File: config.mk
export PLATFORM = sky130hd
export DESIGN_NAME = bcd_serial_subtractor
export DESIGN_NICKNAME = d
export VERILOG_FILES = /design/src/rtl/bcd_pkg.sv /design/src/rtl/bcd_subtractor.sv /design/src/rtl/bcd_serial_subtractor.sv
export SDC_FILE = /design/constraint.sdc
export NUM_CORES = 1
export LEC_CHECK = 0
export BUFFER_PORTS_ARGS = -buffer_cell sky130_fd_sc_hd__buf_2
export CAP_MARGIN = 20
export CORE_ASPECT_RATIO = 2
export CORE_MARGIN = 2
export CORE_UTILIZATION = 45
export CTS_BUF_LIST = sky130_fd_sc_hd__clkbuf_8
export DETAILED_ROUTE_END_ITERATION = 8
export GPL_ROUTABILITY_DRIVEN = 0
export PLACE_DENSITY = 0.65
export SETUP_SLACK_MARGIN = 0.5
export SYNTH_ARGS = -nofsm -noshare
export SYNTH_HDL_FRONTEND = slang
export SYNTH_SLANG_ARGS = --single-unit
File: constraint.sdc
create_clock -name clk_i -period 4.1 [get_ports clk_i]
set_clock_uncertainty 0.05 [all_clocks]
set_input_delay 0.205 -clock clk_i [delete_from_list [all_inputs] [get_ports clk_i]]
set_output_delay 0.205 -clock clk_i [all_outputs]
set_load 0.005 [all_outputs]
File: src/rtl/bcd_pkg.sv
// Shared BCD definitions: digit width, digit limit, controller states and digit helpers.
package bcd_pkg;

  localparam int unsigned BCD_DIGIT_W = 4;
  localparam logic [BCD_DIGIT_W-1:0] BCD_MAX = 4'd9;
  localparam logic [BCD_DIGIT_W-1:0] BCD_RADIX_ADJ = 4'd10;

  typedef enum logic [1:0] {
    IDLE = 2'd0,
    RUN  = 2'd1,
    DONE = 2'd2
  } state_e;

  // Result of one digit-cell evaluation.
  typedef struct packed {
    logic                   borrow;
    logic [BCD_DIGIT_W-1:0] diff;
  } digit_res_t;

  function automatic logic is_bcd_digit(input logic [BCD_DIGIT_W-1:0] d);
    return d <= BCD_MAX;
  endfunction

endpackage

File: src/rtl/bcd_subtractor.sv
// Combinational single-digit BCD subtractor: diff = a - b - borrow_in, ten's-complement on underflow.
module bcd_subtractor
  import bcd_pkg::*;
(
  input  logic [BCD_DIGIT_W-1:0] a_i,
  input  logic [BCD_DIGIT_W-1:0] b_i,
  input  logic                   borrow_i,
  output logic [BCD_DIGIT_W-1:0] diff_o,
  output logic                   borrow_o
);

  localparam int unsigned RAW_W = BCD_DIGIT_W + 1;

  logic [RAW_W-1:0] raw;
  digit_res_t       res;

  // Binary difference with one guard bit; the guard bit set means the digit underflowed.
  always_comb begin
    raw = {1'b0, a_i} - {1'b0, b_i} - RAW_W'(borrow_i);
    res = '0;
    if (raw[RAW_W-1]) begin
      res.diff   = raw[BCD_DIGIT_W-1:0] + BCD_RADIX_ADJ;
      res.borrow = 1'b1;
    end else begin
      res.diff   = raw[BCD_DIGIT_W-1:0];
      res.borrow = 1'b0;
    end
  end

  assign diff_o   = res.diff;
  assign borrow_o = res.borrow;

endmodule

File: src/rtl/bcd_serial_subtractor.sv
// Digit-serial packed-BCD subtractor: one shared digit cell, LSD first, borrow carried between digits.
module bcd_serial_subtractor
  import bcd_pkg::*;
#(
  parameter int unsigned DIGITS = 4
) (
  input  logic                          clk_i,
  input  logic                          rst_i,
  input  logic                          start_i,
  input  logic [BCD_DIGIT_W*DIGITS-1:0] a_i,
  input  logic [BCD_DIGIT_W*DIGITS-1:0] b_i,
  output logic                          busy_o,
  output logic                          done_o,
  output logic [BCD_DIGIT_W*DIGITS-1:0] diff_o,
  output logic                          borrow_o,
  output logic                          err_o
);

  localparam int unsigned IDX_W = (DIGITS > 1) ? $clog2(DIGITS) : 1;
  localparam logic [IDX_W-1:0] LAST_IDX = IDX_W'(DIGITS - 1);

  typedef logic [DIGITS-1:0][BCD_DIGIT_W-1:0] digits_t;

  state_e                 state;
  digits_t                a_q;
  digits_t                b_q;
  digits_t                diff_q;
  digits_t                a_in;
  digits_t                b_in;
  logic [IDX_W-1:0]       idx;
  logic                   borrow_q;
  logic                   operand_err_c;
  logic [BCD_DIGIT_W-1:0] cell_diff;
  logic                   cell_borrow;

  assign a_in   = a_i;
  assign b_in   = b_i;
  assign diff_o = diff_q;

  // Any non-decimal digit in either incoming operand flags the operation.
  always_comb begin
    operand_err_c = 1'b0;
    for (int i = 0; i < int'(DIGITS); i++) begin
      if (!is_bcd_digit(a_in[i]) || !is_bcd_digit(b_in[i])) begin
        operand_err_c = 1'b1;
      end
    end
  end

  bcd_subtractor u_cell (
    .a_i      (a_q[idx]),
    .b_i      (b_q[idx]),
    .borrow_i (borrow_q),
    .diff_o   (cell_diff),
    .borrow_o (cell_borrow)
  );

  // Controller: latch on start, walk the digits, then present the result for one cycle.
  always_ff @(posedge clk_i or posedge rst_i) begin
    if (rst_i) begin
      state    <= IDLE;
      busy_o   <= 1'b0;
      done_o   <= 1'b0;
      diff_q   <= '0;
      borrow_o <= 1'b0;
      err_o    <= 1'b0;
      idx      <= '0;
      borrow_q <= 1'b0;
      a_q      <= '0;
      b_q      <= '0;
    end else begin
      done_o <= 1'b0;
      case (state)
        IDLE: begin
          busy_o <= 1'b0;
          if (start_i) begin
            a_q      <= a_in;
            b_q      <= b_in;
            borrow_q <= 1'b0;
            diff_q   <= '0;
            borrow_o <= 1'b0;
            err_o    <= operand_err_c;
            idx      <= '0;
            busy_o   <= 1'b1;
            state    <= RUN;
          end
        end
        RUN: begin
          busy_o      <= 1'b1;
          diff_q[idx] <= cell_diff;
          borrow_q    <= cell_borrow;
          if (idx == LAST_IDX) begin
            idx   <= '0;
            state <= DONE;
          end else begin
            idx <= idx + IDX_W'(1);
          end
        end
        DONE: begin
          busy_o   <= 1'b1;
          done_o   <= 1'b1;
          borrow_o <= borrow_q;
          state    <= IDLE;
        end
        default: begin
          busy_o <= 1'b0;
          state  <= IDLE;
        end
      endcase
    end
  end

endmodule
==> impl_results.md, run 1 <==
* Antenna violations before repair at 0
* First-pass GRT wire length at ~10,000 µm
* Top cells by area, synth: dfrtp_1, mux2_1, ha_1, mux4_2, nand2_1
* Net Count, Synth at just over 300
* GRT Util Overall at approximately a fifth
* Fmax at 288 MHz
* Fillers at 595
* Avg Cell Area, Syn at roughly 12 µm²
* Core footprint at between 6000 and 7000 µm²
* First-pass detailed-route iteration total at 4
* Flops & latches, synth at 57
* Die Height at 118 µm
* H-tree levels at 3
* Slew Viols, Final at 0
* Crit Path Class: reg -> reg
* Yosys top cell area share at around 49%
* Main combinational cell family by area after synthesis: multiplexers
* Antenna Nets Post-Route at 0
* Area growth from synthesis to layout at 20.6%
* CTS max path bufs at 2
* Final wirelength at about 6300 µm
* Vias at between 2,000 and 2,500
* Compound-Gate Fraction of Synth Area at 10.0%
* Residual DRC count at 0
* Max-Slew Margin vs Limit at 51.6%
* Cell count after synthesis at approximately 250
* Clock root cell: clkbuf_8
* Synth area leader: dfrtp_1
* Status: finished, final reports clean
* CTS hold repair buffers at 0
* Worst slew pin tran at between 0.7 and 0.8 ns
* Post-Synth Adder-Cell Area at 6.92%
* Max_cap viols at 0
* Crit Path Max Fanout at 5
* Initial cell density of the core at between 40% and 50%
* Clk_lat worst skew at between 0.3 and 0.4 ns
* # rows at 41
* Clk sink count at 57
* Critical path startpoint category: flip-flop
* Post-synthesis sequential area ratio at approximately half
* DR WL/cell at around 15 µm
* Fin crit share at a little over four fifths
* CTS tree: done
* 1st-iter DRT viols at 118
* Setup violations, final at 0
* I/O pins at 55
* Ant diodes at 0
* Vias per cell at 5.21
* Worst endpoint required time at approximately 4.3 ns
* Number of global-route vias before repair at between 2,000 and 2,500
* DIE WIDTH at around 61 µm
* Yosys warns at 0
* Post-synthesis cell area at about 2900 µm²
* PortBufs at between 50 and 60
* Period minus WS final at between 3 and 4 ns
* Pin count of the biggest net entering global routing at between 50 and 60
* Total grt overflow at 0
* Final setup TNS at 0 ns
* DIE AREA at roughly 7000 µm²
* Post-DP HPWL at 4810 µm
* Final #Nets at between 300 and 400
* XOR/XNOR Fraction of Synth Area at 0.897%
* Unrepaired setup endpoints after global routing: false
* Netlist cell types at 42
* Synth Area in Simple Gates at 9.87%
* Reg clk slew, reported paths at 0.07 ns
* Share of cells above drive strength 1 at about a third
* Crit path DAT at approximately 3.7 ns
* Final hold vios at 0
* Cts bufs inserted at 9
* HP Class: in -> async
* Mux cell area share after synthesis at 19.9%
* Critical Path Sink Type: flip-flop
critical path, cell delays in order, from the launching register on:
cell      delay (ns)
dfrtp_2         0.41
mux4_2          0.53
fa_2            0.41
fa_2            0.41
and2b_2         0.22
or2_1           0.21
ha_2            0.29
nor3b_2         0.16
a221oi_1        0.28
o211ai_1        0.15
nand2_2         0.13
o21ai_1         0.08
cells in the mapped netlist:
library cell	count
dfrtp_1	57
mux2_1	32
nand2_1	27
o21ai_1	20
o21ai_0	18
ha_1	13
inv_1	13
nor2_1	8
mux4_2	7
a21oi_1	5
buf_2	5
mux2i_1	5
nand2b_1	4
clkbuf_1	3
buf_6	2
fa_1	2
nand3_1	2
nand4_1	2
nor2b_1	2
or3b_1	2
xor2_1	2
a221oi_1	1
a22oi_2	1
a311o_1	1
a32o_1	1
and2_1	1
and2_4	1
and2b_2	1
mux2_4	1
nand4b_1	1
nor2b_4	1
nor3_1	1
nor3b_1	1
o211ai_1	1
o21a_1	1
o21bai_1	1
o221ai_1	1
o22ai_1	1
or2_1	1
or2b_2	1
or3_1	1
xnor2_1	1
layer usage:
metal	GRT usage, %	wire length, µm	vias up
li1	-	-	1027
met1	20.6	2290	1036
met2	34.5	3650	50
met3	5.38	190	16
met4	9.78	184	0
met5	0	0	-
timing repair:
action                     4_1_cts  5_1_grt
resized for setup                3        5
pin swaps                        0        7
setup endpoints to repair        8        8
setup buffers                    2        5
worst paths after layout:
check | startpoint | end | slack, ns | cells after the start
worst max-delay path | idx[0]$_DFFE_PP0P_ | diff_o[14]$_DFFE_PP0P_ | 0.63 | 11
worst min-delay path | rst_i | borrow_o$_DFFE_PP0P_ | 0.004 | 3
worst max register to register | idx[0]$_DFFE_PP0P_ | diff_o[14]$_DFFE_PP0P_ | 0.63 | 11
worst min register to register | diff_o[3]$_DFFE_PP0P_ | diff_o[3]$_DFFE_PP0P_ | 0.43 | 2
max in group asynchronous | rst_i | idx[0]$_DFFE_PP0P_ | 3.48 | 3
min in group clk_i | a_i[4] | a_q[4]$_DFFE_PP0P_ | 0.02 | 2
layout by cell type, fill, tap and decap left out, types with 2 or more instances in the layout:
cell type and n:
mux4_2 7, clkinv_2 3, nand4_1 2, fa_2 2, or3b_1 2, o21ai_1 20, inv_1 13, clkbuf_8 10
a21oi_1 5, mux2_1 32, nor2b_1 2, buf_2 54, nand2b_1 4, nor2_1 8, dfrtp_1 56, buf_4 11
ha_1 12, mux2i_1 5, nand2_1 26, o21ai_0 18
through the flow:
step	hold slack, ns	worst slack (ns)	std cells	utilization [%]	area, µm²
final	0.00448	0.633	409	56.0	3530
after CTS	0.00330	0.571	404	55.1	3480
after global routing	0.0145	0.472	409	56.0	3530
after floorplan	0.287	0.516	252	-	2930
after global placement	0.369	0.388	386	52.0	3280
after detailed placement	0.373	0.259	386	52.0	3280
registers in the layout (all words and copies together) (netlist names), 2 cells and up:
signal  flops
a_q        16
b_q        16
diff_o     16
idx         2
state       2
layout make-up:
| type | instances | area (µm²) | area share, % |
|---|---|---|---|
| clock buffer | 10 | 138 | 3.90 |
| clock inverter | 6 | 35.0 | 0.992 |
| inverter | 13 | 48.8 | 1.38 |
| multi-input combinational | 172 | 1420 | 40.3 |
| sequential | 57 | 1430 | 40.4 |
| tap | 86 | 108 | 3.05 |
| timing repair buffer | 65 | 353 | 9.99 |
kinds of logic (layout without fill, tap and decap cells):
logic type,Yosys count,after routing
AOI/OAI and AO/OA,52,52
xor gates and xnor gates,3,3
adders and majority gates,15,15
buffers and inverters,23,94
DFF,57,57
muxes,45,45
and+or+nand+nor,57,57
Power of run 1 is not shown: default switching activity piles up to over one toggle a cycle in this logic, so the estimate is an artifact.
==> inputs of run 2 (changes only) <==
- ABC_AREA: unset -> 1
- PLACE_DENSITY: 0.65 -> 0.68
- clock period: 4.1 -> 3 ns (I/O delays scaled with it)
==> impl_results.md, run 2 <==
* Status: finished, final reports clean (unchanged)
* Critical Path Sink Type: flip-flop (unchanged)
* Antenna violations before repair at 0 (unchanged)
* Worst endpoint required time at 3.19 ns (was 4.28 ns)
* Delay-heaviest family, CP: simple AND/OR/NAND/NOR gates (was adder cells)
* Reg clk slew, reported paths at 0.06 ns (was 0.07 ns)
* Clk_lat worst skew at 0.34 ns (was 0.35 ns)
* Antenna Nets Post-Route at 0 (unchanged)
* Crit Path Class: reg -> reg (unchanged)
* Max_cap viols at 0 (unchanged)
* Ant diodes at 0 (unchanged)
* Avg Cell Area, Syn at 8.17 µm² (was 11.6 µm²)
* Flops & latches, synth at 57 (unchanged)
* Crit path DAT at 2.90 ns (was 3.65 ns)
* Synth area leader: dfrtp_1 (unchanged)
* Yosys top cell area share at 49.3% (was 48.7%)
* Final hold vios at 0 (unchanged)
* First-pass GRT wire length at 12,000 µm (was 10,500 µm)
* Largest stage delay on the critical path at 0.47 ns (was 0.53 ns)
* Synth Area in Simple Gates at 23.2% (was 9.87%)
* Fmax at 369 MHz (was 288 MHz)
* I/O pins at 55 (unchanged)
* Post-synth EDFFs at 0 (unchanged)
* 1st-iter DRT viols at 76 (was 118)
* Crit path from: idx[0]$_DFFE_PP0P_ (unchanged)
* Cts bufs inserted at 9 (unchanged)
* Critical Path Most Common Cell: nand2_2 (was fa_2)
* Commonest non-fill, non-tap cell in the layout: nand2_1 (was dfrtp_1)
* H-tree levels at 3 (unchanged)
* DIE WIDTH at 60.7 µm (was 61.1 µm)
* Mux cell area share after synthesis at 0% (was 19.9%)
* Vias per cell at 4.83 (was 5.21)
* Compound-Gate Fraction of Synth Area at 12.3% (was 10.0%)
* First-pass detailed-route iteration total at 4 (unchanged)
* PortBufs at 54 (unchanged)
* Final wirelength at 7230 µm (was 6320 µm)
* Critical path startpoint category: flip-flop (unchanged)
* Final setup TNS at 0 ns (unchanged)
* Clock root cell: clkbuf_8 (unchanged)
* # rows at 41 (unchanged)
* Fillers at 573 (was 595)
* XOR/XNOR Fraction of Synth Area at 0.303% (was 0.897%)
* Unrepaired setup endpoints after global routing: true (was false)
* DIE AREA at 7120 µm² (was 7210 µm²)
* Buf/Inv on CP at 2 (was 0)
* Worst reg2reg path startpoint: idx[0]$_DFFE_PP0P_ (unchanged)
* Area growth from synthesis to layout at 33.4% (was 20.6%)
* GRT Util Overall at 22.7% (was 19.9%)
* CTS max path bufs at 2 (unchanged)
* Total grt overflow at 0 (unchanged)
* Clk sink count at 57 (unchanged)
* Share of cells above drive strength 1 at 28.1% (was 31.6%)
* Worst slew pin tran at 0.720 ns (was 0.725 ns)
* Setup violations, final at 0 (unchanged)
* Pin count of the biggest net entering global routing at 45 (was 58)
* Post-synth top cells: nand2_1, dfrtp_1, inv_1, o21ai_0, nor2_1 (was dfrtp_1, mux2_1, nand2_1, o21ai_1, o21ai_0)
* FFs w/ async S/R, synth at 100% (unchanged)
* Fin crit share at 90.5% (was 84.6%)
* Crit Path Max Fanout at 4 (was 5)
* Ys flop type: dfrtp_1 (unchanged)
* Max-Slew Margin vs Limit at 52.0% (was 51.6%)
* Initial cell density of the core at 46.2% (was 46.4%)
* Core footprint at 6260 µm² (was 6310 µm²)
* Netlist cell types at 27 (was 42)
* Net Count, Synth at 404 (was 302)
* DR WL/cell at 13.4 µm (was 15.4 µm)
* Post-synthesis cell area at 2890 µm² (was 2930 µm²)
* Post-DP HPWL at 5110 µm (was 4810 µm)
* Post-synthesis sequential area ratio at 49.3% (was 48.7%)
* Residual DRC count at 0 (unchanged)
* Worst path cell trace: buf_6 > o21ai_4 > a21oi_2 > fa_2 > fa_2 > inv_2 > nand2_2 > nand2_2 > nand3b_1 > nand2_4 > nand2_2 > nand2_2 > nand2_1 > nand2_1 > nand2_2 > nand2_1 > nand2_1 (was mux4_2 > fa_2 > fa_2 > and2b_2 > or2_1 > ha_2 > nor3b_2 > a221oi_1 > o211ai_1 > nand2_2 > o21ai_1)
* CTS tree: done (unchanged)
* Vias at 2,601 (was 2,129)
* Min-delay src: b_i[3]
* Main combinational cell family by area after synthesis: simple AND/OR/NAND/NOR gates (was multiplexers)
* Yosys warns at 0 (unchanged)
* Post-Synth Adder-Cell Area at 7.01% (was 6.92%)
* Most frequent cell after synthesis: nand2_1 (was dfrtp_1)
* Period minus WS final at 2.71 ns (was 3.47 ns)
* Top cells by area, synth: dfrtp_1, nand2_1, ha_1, o21ai_0, inv_1 (was dfrtp_1, mux2_1, ha_1, mux4_2, nand2_1)
* Most frequent cells in the layout: nand2_1, dfrtp_1, buf_2 (was dfrtp_1, buf_2, mux2_1)
* Die Height at 117 µm (was 118 µm)
* Worst path slowest cell: dfrtp_2 (was mux4_2)
* Cell count after synthesis at 354 (was 252)
* Final #Nets at 498 (was 368)
* Number of global-route vias before repair at 2,661 (was 2,184)
* Slew Viols, Final at 0 (unchanged)
* HP Class: in -> reg (was in -> async)
-- run 2: changes by cell type in the layout (fill, tap and decap cells not counted), moves of 5 or more --
cell           before  now
nand2_2             1   12
a21oi_1             5   10
dlygate4sd3_1       0   23
o21ai_1            20   14
mux4_2              7    0
inv_1              13   38
nor2_1              8   15
mux2i_1             5    0
nor2_2              0    6
o21ai_0            18   27
mux2_1             32    0
nand2_1            26  115
inv_2               1   10
-- run 2: logic make-up (layout without fill, tap and decap cells) --
logic type	Yosys count	after routing
fa+ha+maj	15	15
flops	57	57
xor+xnor	1	1
buf+inv	55	153
simple gates	162	162
compound gates	64	64
-- run 2: per-stage QoR --
stage | setup WS (ns) | util (%) | area (µm²) | cells | hold WS (ns)
finish | 0.286 | 61.6 | 3860 | 538 | 0.0254
global route | 0.174 | 61.6 | 3860 | 538 | 0.0369
CTS | 0.361 | 60.2 | 3770 | 534 | 0.0101
detailed placement | 0.122 | 52.0 | 3250 | 487 | 0.260
global placement | 0.129 | 52.0 | 3250 | 487 | 0.261
floorplan | 0.451 | - | 2910 | 354 | 0.210
-- run 2: repair_timing --
action,in CTS,in global routing
endpoints found under the setup margin,12,13
pin swaps,14,7
endpoints found under the hold margin,57,0
hold buffers,23,0
buffers inserted,9,4
gates resized for setup,17,9
-- run 2: worst reg2reg max path: cells and delay by family, from the launching register on --
family                   cells  cell delay [ns]
AO/OA/AOI/OAI                2             0.22
adder cells (fa/ha/maj)      2             0.79
buffers and inverters        2             0.21
flip-flops                   1             0.47
AND/OR/NAND/NOR             11             0.85
-- run 2: area by class of cell --
type | count | area, µm² | area share, %
clock buffer | 10 | 138 | 3.57
tap | 86 | 108 | 2.79
inverter | 45 | 180 | 4.67
sequential | 57 | 1430 | 37.1
timing repair buffer | 93 | 644 | 16.7
multi-input combinational | 242 | 1340 | 34.7
clock inverter | 5 | 18.8 | 0.487
-- run 2: routing by layer --
metal | share of wire, % | global-route usage (%) | wire length, µm | vias to the layer above
met5 | 0 | 0 | 0 | -
met4 | 4.1 | 12.2 | 293 | 0
met3 | 3.4 | 5.84 | 246 | 17
met2 | 59 | 40.5 | 4260 | 62
met1 | 34 | 22.1 | 2430 | 1221
li1 | - | - | - | 1301
-- run 2: final timing paths --
path / to / slack, ns / cells past startpoint
setup / recovery: diff_o[15]$_DFFE_PP0P_ / 0.29 / 17
hold / removal: b_q[3]$_DFFE_PP0P_ / 0.03 / 3
setup reg to reg: diff_o[15]$_DFFE_PP0P_ / 0.29 / 17
hold reg to reg: diff_o[0]$_DFFE_PP0P_ / 0.43 / 2
max in group asynchronous: a_q[3]$_DFFE_PP0P_ / 1.70 / 4
min in group asynchronous: borrow_o$_DFFE_PP0P_ / 0.43 / 3
Power of run 2 is left out for the same reason.
==> inputs of run 3 (changes only) <==
- CTS_BUF_LIST: sky130_fd_sc_hd__clkbuf_8 -> unset
==> impl_results.md, run 3 (synthesized netlist as in run 2, its figures left out) <==
* Clk sink count at 57 (unchanged)
* Max-Slew Margin vs Limit at 51.2% (was 52.0%)
* # rows at 41 (unchanged)
* Post-placement cell area at 3250 µm² (unchanged)
* H-tree levels at 3 (unchanged)
* I/O pins at 55 (unchanged)
* Critical Path Most Common Cell: nand2_2 (unchanged)
* Total area of sequential cells at 1430 µm² (unchanged)
* Area of the multi-input gates at 1340 µm² (unchanged)
* Grt met2 use at 40.0% (was 40.5%)
* Residual DRC count at 0 (unchanged)
* First-pass detailed-route iteration total at 4 (unchanged)
* Pre-CTS WS at 0.122 ns (unchanged)
* Setup violations, final at 0 (unchanged)
* 1st-iter DRT viols at 122 (was 76)
* PortBufs at 54 (unchanged)
* Core footprint at 6260 µm² (unchanged)
* Worst path slowest cell: dfrtp_2 (unchanged)
* Vias at 2,624 (was 2,601)
* Buf/Inv on CP at 2 (unchanged)
* Slew Viols, Final at 0 (unchanged)
* First-pass GRT wire length at 12,100 µm (was 12,000 µm)
* Pin count of the biggest net entering global routing at 45 (unchanged)
* Crit Path Class: reg -> reg (unchanged)
* GR met3 Demand/Resource at 6.06% (was 5.84%)
* Reg clk slew, reported paths at 0.05 ns (was 0.06 ns)
* Area growth from synthesis to layout at 35.9% (was 33.4%)
* DIE WIDTH at 60.7 µm (unchanged)
* Final setup TNS at 0 ns (unchanged)
* Critical Path Sink Type: flip-flop (unchanged)
* Delay-heaviest family, CP: simple AND/OR/NAND/NOR gates (unchanged)
* Commonest non-fill, non-tap cell in the layout: nand2_1 (unchanged)
* Fillers at 556 (was 573)
* Initial cell density of the core at 46.2% (unchanged)
* Most Used Layer, Global Route: met2 (unchanged)
* Most frequent cells in the layout: nand2_1, dfrtp_1, buf_2 (unchanged)
* Final wirelength at 7250 µm (was 7230 µm)
* Period minus WS final at 2.70 ns (was 2.71 ns)
* Largest stage delay on the critical path at 0.46 ns (was 0.47 ns)
* Number of global-route vias before repair at 2,703 (was 2,661)
* Post-DP HPWL at 5110 µm (unchanged)
* Status: finished, final reports clean (unchanged)
* CTS tree: done (unchanged)
* HP Class: in -> reg (unchanged)
* Antenna Nets Post-Route at 0 (unchanged)
* GR Util met1 at 22.7% (was 22.1%)
* Ant diodes at 0 (unchanged)
* Crit Path Max Fanout at 4 (unchanged)
* Share of cells above drive strength 1 at 28.1% (about the same)
* Final hold vios at 0 (unchanged)
* Vias per cell at 4.90 (was 4.83)
* Worst path cell trace: buf_6 > o21ai_4 > a21oi_2 > fa_2 > fa_2 > inv_2 > nand2_2 > nand2_2 > nand3b_1 > nand2_4 > nand2_2 > nand2_2 > nand2_1 > nand2_1 > nand2_2 > nand2_1 > nand2_1 (unchanged)
* Worst endpoint required time at 3.16 ns (was 3.19 ns)
* Total grt overflow at 0 (unchanged)
* Clk_lat worst skew at 0.32 ns (was 0.34 ns)
* Setup WS post-layout at 0.304 ns (was 0.286 ns)
* Max_cap viols at 0 (unchanged)
* Post-route cell area at 3930 µm² (was 3860 µm²)
* DR WL/cell at 13.5 µm (was 13.4 µm)
* Fmax at 371 MHz (was 369 MHz)
* Antenna violations before repair at 0 (unchanged)
* Cts bufs inserted at 9 (unchanged)
* Crit path DAT at 2.86 ns (was 2.90 ns)
* Critical path startpoint category: flip-flop (unchanged)
* Final #Nets at 495 (was 498)
* CTS max path bufs at 2 (unchanged)
* DIE AREA at 7120 µm² (unchanged)
* GRT Util Overall at 22.8% (was 22.7%)
* Die Height at 117 µm (unchanged)
* Fin crit share at 89.9% (was 90.5%)
* Final core occ at 62.8% (was 61.6%)
* Clock root cell: clkbuf_16 (was clkbuf_8)
* Worst slew pin tran at 0.731 ns (was 0.720 ns)
* Unrepaired setup endpoints after global routing: true (unchanged)
## run 3: cell count changes in the layout (fill, tap and decap cells not counted), sizes merged
cell,delta
dlygate4sd3,-2
inv,-5
clkbuf,+5
buf,-1
## run 3: worst paths after layout
check	start	end	slack, ns	cells after the start
worst max register to register	idx[0]$_DFFE_PP0P_	diff_o[15]$_DFFE_PP0P_	0.30	17
worst max-delay path	idx[0]$_DFFE_PP0P_	diff_o[15]$_DFFE_PP0P_	0.30	17
worst min-delay path	a_i[5]	a_q[5]$_DFFE_PP0P_	0.01	3
min in group asynchronous	rst_i	borrow_o$_DFFE_PP0P_	0.46	3
worst min register to register	a_q[3]$_DFFE_PP0P_	a_q[3]$_DFFE_PP0P_	0.43	2
max in group asynchronous	rst_i	b_q[3]$_DFFE_PP0P_	1.66	4
## run 3: per-stage QoR
step | instances | hold WS (ns)
after floorplan | 354 | 0.210
after global routing | 535 | 0.0123
after CTS | 532 | 0.000815
final | 535 | 0.00958
after global placement | 487 | 0.261
after detailed placement | 487 | 0.260
## run 3: worst min-delay path, cell delays in order
cell and delay (ns):
buf_2 0.08, nand2_1 0.05, nand2_1 0.06
## run 3: layout make-up
class / count / share of cell area (%)
flip-flops and latches: 57 / 36.4
multi-input cells: 242 / 34.1
repair buffers: 90 / 15.7
clock buffers: 15 / 6.56
inverters: 45 / 4.58
well taps: 86 / 2.74
## run 3: routing by layer
metal / routed length, µm / vias to the layer above
li1: - / 1297
met3: 218 / 27
met2: 4190 / 64
met4: 377 / 0
met5: 0 / -
met1: 2460 / 1236
## run 3: repair_timing
action                                  in CTS  in global routing
resized for setup                           17                  9
endpoints found under the setup margin      12                 13
pin swaps                                   15                  7
buffers inserted                             9                  3
hold endpoints to repair                    55                  0
hold buffers                                21                  0
Power of run 3 is left out for the same reason.
